File: src/rtl/io_bus_arbiter.sv
// Round-robin arbiter sharing one I/O handler port among NUM_REQ masters, one transaction at a time.
// Optional transaction locking for atomic read-modify-write is enabled with `define IO_ARB_LOCK_EN.
module io_bus_arbiter #(
    parameter int NUM_REQ = 3,
    parameter int ADDR_W  = 32,
    parameter int DATA_W  = 32
) (
    input  logic                      clk,
    input  logic                      reset_n,
    input  logic [NUM_REQ-1:0]        req,
    input  logic [NUM_REQ-1:0]        req_we,
    input  logic [NUM_REQ*ADDR_W-1:0] req_addr,
    input  logic [NUM_REQ*DATA_W-1:0] req_wdata,
`ifdef IO_ARB_LOCK_EN
    input  logic [NUM_REQ-1:0]        req_lock,
`endif
    output logic [NUM_REQ-1:0]        gnt,
    output logic [NUM_REQ-1:0]        rvalid,
    output logic [DATA_W-1:0]         rdata,
    output logic                      busy,
    output logic [ADDR_W-1:0]         io_addr,
    output logic                      io_write,
    output logic                      io_read,
    output logic [DATA_W-1:0]         io_wdata,
    input  logic [DATA_W-1:0]         io_rdata
);

    localparam int IDX_W = (NUM_REQ > 1) ? $clog2(NUM_REQ) : 1;

    typedef enum logic [1:0] {
        IDLE   = 2'd0,
        ISSUE  = 2'd1,
        RDWAIT = 2'd2
    } state_t;

    state_t             state;
    state_t             state_nxt;
    logic [IDX_W-1:0]   last;
    logic               is_write;
    logic [NUM_REQ-1:0] eligible;
    logic [NUM_REQ-1:0] last_onehot;
    logic               found;
    logic [IDX_W-1:0]   win;

    logic [ADDR_W-1:0]  addr_arr  [NUM_REQ];
    logic [DATA_W-1:0]  wdata_arr [NUM_REQ];

    for (genvar k = 0; k < NUM_REQ; k++) begin : g_unpack
        assign addr_arr[k]  = req_addr[k*ADDR_W +: ADDR_W];
        assign wdata_arr[k] = req_wdata[k*DATA_W +: DATA_W];
    end

    always_comb begin
        last_onehot       = '0;
        last_onehot[last] = 1'b1;
    end

`ifdef IO_ARB_LOCK_EN
    // Lock owner is always the most recent winner, so 'last' doubles as the owner index.
    logic       locked;
    logic [1:0] idle_cnt;

    always_ff @(posedge clk or negedge reset_n) begin
        if (!reset_n) begin
            locked   <= 1'b0;
            idle_cnt <= 2'd0;
        end else if (state == ISSUE) begin
            locked   <= req_lock[last];
            idle_cnt <= 2'd0;
        end else if (state == IDLE && locked) begin
            if (req[last]) begin
                idle_cnt <= 2'd0;
            end else if (idle_cnt == 2'd3) begin
                locked   <= 1'b0;
                idle_cnt <= 2'd0;
            end else begin
                idle_cnt <= idle_cnt + 2'd1;
            end
        end
    end

    assign eligible = locked ? (req & last_onehot) : req;
`else
    assign eligible = req;
`endif

    // Scan last+1, last+2, ... with wrap-around; first eligible requester wins.
    always_comb begin : arb_scan
        int               idx;
        logic [IDX_W-1:0] cand;
        idx   = 0;
        cand  = '0;
        found = 1'b0;
        win   = last;
        for (int i = 1; i <= NUM_REQ; i++) begin
            idx = int'(last) + i;
            if (idx >= NUM_REQ) begin
                idx = idx - NUM_REQ;
            end
            cand = IDX_W'(idx);
            if (!found && eligible[cand]) begin
                found = 1'b1;
                win   = cand;
            end
        end
    end

    always_comb begin
        state_nxt = state;
        case (state)
            IDLE:    if (found) state_nxt = ISSUE;
            ISSUE:   state_nxt = is_write ? IDLE : RDWAIT;
            RDWAIT:  state_nxt = IDLE;
            default: state_nxt = IDLE;
        endcase
    end

    assign gnt      = (state == ISSUE) ? last_onehot : '0;
    assign io_write = (state == ISSUE) && is_write;
    assign io_read  = (state == ISSUE) && !is_write;
    assign busy     = (state != IDLE);

    always_ff @(posedge clk or negedge reset_n) begin
        if (!reset_n) begin
            state    <= IDLE;
            last     <= IDX_W'(NUM_REQ - 1);
            is_write <= 1'b0;
            io_addr  <= '0;
            io_wdata <= '0;
            rdata    <= '0;
            rvalid   <= '0;
        end else begin
            state  <= state_nxt;
            rvalid <= '0;
            if (state == IDLE && found) begin
                last     <= win;
                is_write <= req_we[win];
                io_addr  <= addr_arr[win];
                io_wdata <= wdata_arr[win];
            end
            // Handler data is valid during RDWAIT; capture it and flag the owner for one cycle.
            if (state == RDWAIT) begin
                rdata  <= io_rdata;
                rvalid <= last_onehot;
            end
        end
    end

endmodule

File: config.mk
export PLATFORM = sky130hd
export DESIGN_NAME = io_bus_arbiter
export DESIGN_NICKNAME = d
export VERILOG_FILES = /design/src/rtl/io_bus_arbiter.sv
export SDC_FILE = /design/constraint.sdc
export NUM_CORES = 1
export LEC_CHECK = 0
export CAP_MARGIN = 5
export CORE_MARGIN = 4
export CORE_UTILIZATION = 33
export DETAILED_ROUTE_END_ITERATION = 16
export HOLD_SLACK_MARGIN = 0.02
export PLACE_DENSITY = 0.84
export SLEW_MARGIN = 20
export SYNTH_ARGS = -nofsm -noshare
export SYNTH_HDL_FRONTEND = slang
export SYNTH_SLANG_ARGS = --single-unit
File: constraint.sdc
create_clock -name clk -period 2.38 [get_ports clk]
set_input_delay 0.476 -clock clk [delete_from_list [all_inputs] [get_ports clk]]
set_output_delay 0.476 -clock clk [all_outputs]
set_load 0.03 [all_outputs]
==> flow_metrics.env <==
export IMPL_drv_cap=0
export IMPL_antenna_found_initial=1
export IMPL_die_area_mm2=0.0174
export IMPL_synthCells=419
export IMPL_status="finished with violations"
export IMPL_fin_crit_ps=2590
export IMPL_rows=44
export IMPL_cp_common_cell="clkbuf_16"
export IMPL_hpwl_um=14600
export IMPL_synth_seq_cells=104
export IMPL_skew_ps=6.38
export IMPL_via_per_inst=5.26
export IMPL_synth_nets=657
export IMPL_power_total_uw=17400
export IMPL_grtUsageTotal=0.218
export IMPL_htree_levels=3
export IMPL_layout_commonest_cell="clkdlybuf4s50_1"
export IMPL_avgSynthCellArea_um2=12.1
export IMPL_clockBufferDepth=2
export IMPL_end_kind="flop"
export IMPL_final_fill_count=1000
export IMPL_power_density_mw_per_mm2=1720
export IMPL_multi_input_area_mm2=0.00262
export IMPL_cp_cell_sequence="buf_4 -> ha_4 -> mux2i_4 -> o2bb2ai_4 -> o221a_4 -> a21oi_4 -> clkbuf_16 -> clkbuf_16 -> mux2i_2 -> o21ai_2"
export IMPL_grt_overflow_total=0
export IMPL_yosysTopAreaCellShare=0.510
export IMPL_worstHoldPathType="in -> async"
export IMPL_path_buf_inv=3
export IMPL_portBuffers=336
export IMPL_avgRoutedWirePerCell_um=22.4
export IMPL_max_stage_delay_ps=570
export IMPL_fmax_mhz=385
export IMPL_relSlewSlack=0.668
export IMPL_core_mm2=0.0148
export IMPL_yosysUniqueCellTypes=33
export IMPL_finalWeightedCongestion=0.804
export IMPL_synth_area_leaders="dfrtp_1 (51%), mux2i_1 (14%), a22oi_1 (9.8%)"
export IMPL_totalWireLength_um=22100
export IMPL_ir_drop_mv=0.801
export IMPL_yosysSeqAreaShare=0.515
export IMPL_final_seq_area_mm2=0.00260
export IMPL_fin_crit_sh=1.09
export IMPL_worstMarginPinSlew_ps=498
export IMPL_grt_start_max_net_pins=44
export IMPL_drtAntennaViolNets=0
export IMPL_cts_tree="built"
export IMPL_cts_root_buffer="clkbuf_16"
export IMPL_first_iter_violations=216
export IMPL_critPathArrivalTime_ps=2830
export IMPL_ctsHoldBuffers=0
export IMPL_num_nets_final=1034
export IMPL_use_met1=0.242
export IMPL_grt_pass1_wl_um=30100
export IMPL_ys_warn_count=0
export IMPL_layout_setup_ws_ps=-215
export IMPL_die_y_um=132
export IMPL_p_leak_uw=0.00413
export IMPL_post_dp_cell_area_mm2=0.00887
export IMPL_clk_latency_ps=340
export IMPL_finalSetupViolCount=66
export IMPL_path_delay_family="compound AO/OA/AOI/OAI gates"
export IMPL_start_kind="flop"
export IMPL_drcViolationCount=0
export IMPL_cts_sinks=104
export IMPL_grt_use_met3=0.0607
export IMPL_crit_required_ps=2610
export IMPL_grt_pass1_vias=5564
export IMPL_die_x_um=132
export IMPL_worst_path_max_fanout=8
export IMPL_cts_buffers=9
export IMPL_violations="negative setup slack"
export IMPL_syn_cell_area_mm2=0.00505
export IMPL_rsz0062_at_grt="yes"
export IMPL_grt_util_met2=0.394
export IMPL_vias=5187
export IMPL_num_io_pins=337
export IMPL_hold_violations=0
export IMPL_layout_drive_gt1_share=0.237
export IMPL_finish_instance_area_mm2=0.0101
export IMPL_top_usage_layer="met2"
export IMPL_clk_pin_slew_ps=80
export IMPL_slew_violations=0
export IMPL_criticalPathCategory="reg -> reg"
export IMPL_area_growth_pct=100
export IMPL_final_cell_mix="clkdlybuf4s50_1 (331), dfrtp_1 (103), mux2i_1 (52)"
export IMPL_start_util=0.342
export IMPL_synth_area_leader_cell="dfrtp_1"
export IMPL_setup_tns_ps=-8630
export IMPL_slowest_stage="dfstp_2"
export IMPL_drt_first_pass_iters=4
## cell usage after synthesis
| cell type | count |
|---|---|
| dfrtp_1 | 103 |
| mux2i_1 | 69 |
| a22oi_1 | 66 |
| o21ai_1 | 44 |
| mux2_2 | 32 |
| o21ai_0 | 14 |
| buf_4 | 12 |
| buf_2 | 11 |
| o21ai_2 | 10 |
| inv_1 | 7 |
| nor2_1 | 7 |
| clkbuf_1 | 6 |
| ha_1 | 6 |
| and2_1 | 5 |
| a21oi_1 | 3 |
| nand2_1 | 3 |
| nor2b_1 | 3 |
| buf_6 | 2 |
| nand2b_1 | 2 |
| a21o_1 | 1 |
| a21oi_2 | 1 |
| and3_1 | 1 |
| buf_1 | 1 |
| clkbuf_4 | 1 |
| dfstp_2 | 1 |
| inv_2 | 1 |
| nand3_1 | 1 |
| nor3_2 | 1 |
| o221a_2 | 1 |
| o22ai_1 | 1 |
| o2bb2ai_2 | 1 |
| o31ai_4 | 1 |
| o41a_1 | 1 |
## stage by stage
stage                      util  instances  hold WS (ps)  setup slack [ps]
after detailed placement  0.601        939           465              -234
after global routing      0.686        986           129              -254
after global placement    0.601        939           464              -133
final                     0.686        986          96.4              -215
after floorplan               -        419           180             -3.57
after CTS                 0.642        965           100             -93.6
## power breakdown
part           switching, uW  total [uW]  internal (uW)
combinational           6240       12500           6310
sequential               540        3250           2710
clock                    689        1620            929
total                   7470       17400           9950
## path summary, 6_finish.rpt
check                                      from                       end  slack [ps]  cells past startpoint
hold / removal                          reset_n     rdata[18]$_DFFE_PN0N_         100                      1
hold reg to reg            is_write$_DFFE_PN0P_      state[1]$_DFFE_PN0P_         480                      1
max in group asynchronous               reset_n  io_wdata[19]$_DFFE_PN0P_        1520                      2
min in group clk           is_write$_DFFE_PN0P_      state[1]$_DFFE_PN0P_         480                      1
setup / recovery            last[1]$_DFFE_PN1P_   io_addr[17]$_DFFE_PN0P_        -210                     10
setup reg to reg            last[1]$_DFFE_PN1P_   io_addr[17]$_DFFE_PN0P_        -210                     10
## registers in the layout, summed over array words and instances, names as in the netlist
signal and count:
rdata 32, rvalid 3, state 2, io_addr 32
is_write 1, io_wdata 32, last 2
## cell families (layout without fill, tap and decap cells)
kind of cell | after synthesis | count (layout) | synth area share
AO/OA/AOI/OAI | 144 | 144 | 0.192
adder cells (fa/ha/maj) | 6 | 6 | 0.0149
buffers and inverters | 41 | 423 | 0.0458
flip-flops | 104 | 104 | 0.515
multiplexers | 101 | 101 | 0.208
other | 0 | 1 | 0
AND/OR/NAND/NOR | 23 | 23 | 0.0240
## layout make-up
cell class                      count  share of cell area
Antenna cell                        1            0.000247
Clock buffer                       10              0.0226
Clock inverter                      6             0.00890
Inverter                            8             0.00321
Multi-Input combinational cell    274               0.258
Sequential cell                   104               0.257
Tap cell                          184              0.0227
Timing Repair Buffer              399               0.427
## worst reg2reg max path, stage by stage (launching register included)
cell and delay (ps):
dfstp_2 570, buf_4 130, ha_4 150, mux2i_4 270, o2bb2ai_4 120, o221a_4 310, a21oi_4 200, clkbuf_16 230
clkbuf_16 170, mux2i_2 260, o21ai_2 80
## routing by layer
layer / vias up / wire length (um)
met1: 2533 / 8110
met5: - / 0
met4: 0 / 694
li1: 2325 / -
met3: 42 / 1540
met2: 287 / 11800
## timing repair
action | CTS | global route
gates resized for setup | 44 | 59
setup buffers | 7 | 3
pin swaps | 0 | 9
endpoints found under the setup margin | 69 | 68
gates cloned | 3 | 17
Note: power is estimated with default switching activity, not from simulation.
==> RTL change, RTL diff (config.mk and constraints unchanged) <==
Re-encode `state_t` (3 states) as one-hot, 3 bits wide.
--- a/src/rtl/io_bus_arbiter.sv
+++ b/src/rtl/io_bus_arbiter.sv
@@ -28,8 +28,8 @@
     localparam int IDX_W = (NUM_REQ > 1) ? $clog2(NUM_REQ) : 1;
 
-    typedef enum logic [1:0] {
-        IDLE   = 2'd0,
-        ISSUE  = 2'd1,
-        RDWAIT = 2'd2
+    typedef enum logic [2:0] {
+        IDLE   = 3'b001,
+        ISSUE  = 3'b010,
+        RDWAIT = 3'b100
     } state_t;
 
Formal check against the unedited RTL: no difference found for any inputs over 4 cycles, from zero or initial values and one cycle with reset_n low; so few cycles prove little.
==> RTL change against the unedited design <==
The flow still finishes with violations (setup timing); first-iteration DRC count grew 30%; final area grew 0.25%; total power shrank 4.6%; routed wire length shrank 2.7%; global-route usage grew 0.23 points; area after synthesis grew 5.1%; setup slack gained 0.049 ns; sequential cell count grew 1; critical endpoint is now io_addr[25]; highest routed layer unchanged.
==> RTL change: results (changes against the unedited design) <==
| Metric | Value |
|---|---|
| Global-route met3 utilization | 0.0607 (about the same) |
| Worst slack after detailed placement | -0.320 ns (-0.0859 ns) |
| Routed met1 length | 8100 um (-0.20%) |
| Antenna fix cells | 0 (-1) |
| Internal Power | 9.42 mW (-5.3%) |
| Outcome | finished, violations left |
| HPWL after detailed placement | 14900 um (+2.5%) |
| Post-Place Cell Area | 9150 um^2 (+3.1%) |
| Detail Route met2 WL | 11100 um (-6.2%) |
| Fin nets | 1097 (+6.1%) |
| # Post-CTS Setup Buffers | 12 (+5) |
| Setup TNS | -5.95 ns (+2.68 ns) |
| Switching power share of the total | 0.433 (+0.00449) |
| First-pass GRT wire length | 30700 um (+2.0%) |
| Fraction of synthesized area in multiplexers | 0.203 (-0.00543) |
| Number of global-route vias before repair | 5551 (-0.23%) |
| Number of setup violations in the final report | 65 (-1.5%) |
| Worst ir drop on vdd | 0.856 mV (+6.9%) |
| Post-synthesis adder-cell area fraction | 0.0141 (-0.000725) |
| Failing checks | setup timing |
| Post-detailed-route wirelength per cell | 19.9 um (-11%) |
| Setup slack of the critical path after layout | -0.165 ns (+0.0494 ns) |
| Leakage power total | 4.54 nW (+10%) |
| Count of cell types in the netlist | 31 (-6.1%) |
| Largest cells by area after synthesis | sky130_fd_sc_hd__dfrtp_1 (49%), sky130_fd_sc_hd__mux2i_1 (13%), sky130_fd_sc_hd__o221ai_1 (11%) |
| Biggest fanout along the worst timing path | 12 (+4) |
| Global-route usage over all layers | 0.220 (+0.00230) |
| Final hold slack | 0.0674 ns (-0.0290 ns) |
| Synthesized netlist net count | 719 (+9.4%) |
| Seq pwr share | 0.192 (+0.005) |
RTL change: changes by cell type in the layout (fill, tap and decap cells not counted), moves of 8 or more:
cell | unedited run | this run
sky130_fd_sc_hd__o21ai_2 | 14 | 1
sky130_fd_sc_hd__o221ai_1 | 0 | 58
sky130_fd_sc_hd__clkbuf_16 | 21 | 13
sky130_fd_sc_hd__a22oi_2 | 30 | 0
sky130_fd_sc_hd__o21ai_1 | 50 | 0
sky130_fd_sc_hd__a22oi_1 | 36 | 0
sky130_fd_sc_hd__nand2_1 | 3 | 70
sky130_fd_sc_hd__inv_1 | 5 | 66
RTL change: layout make-up:
| type | instances | area [um^2] |
|---|---|---|
| Sequential cell | 105 | 2630 |
| Multi-Input combinational cell | 275 | 2460 |
| Clock inverter | 6 | 48.8 |
| Tap cell | 216 | 270 |
| Clock buffer | 10 | 239 |
| Timing Repair Buffer | 399 | 4240 |
| Inverter | 69 | 262 |
| Fill cell | 1182 | 5680 |
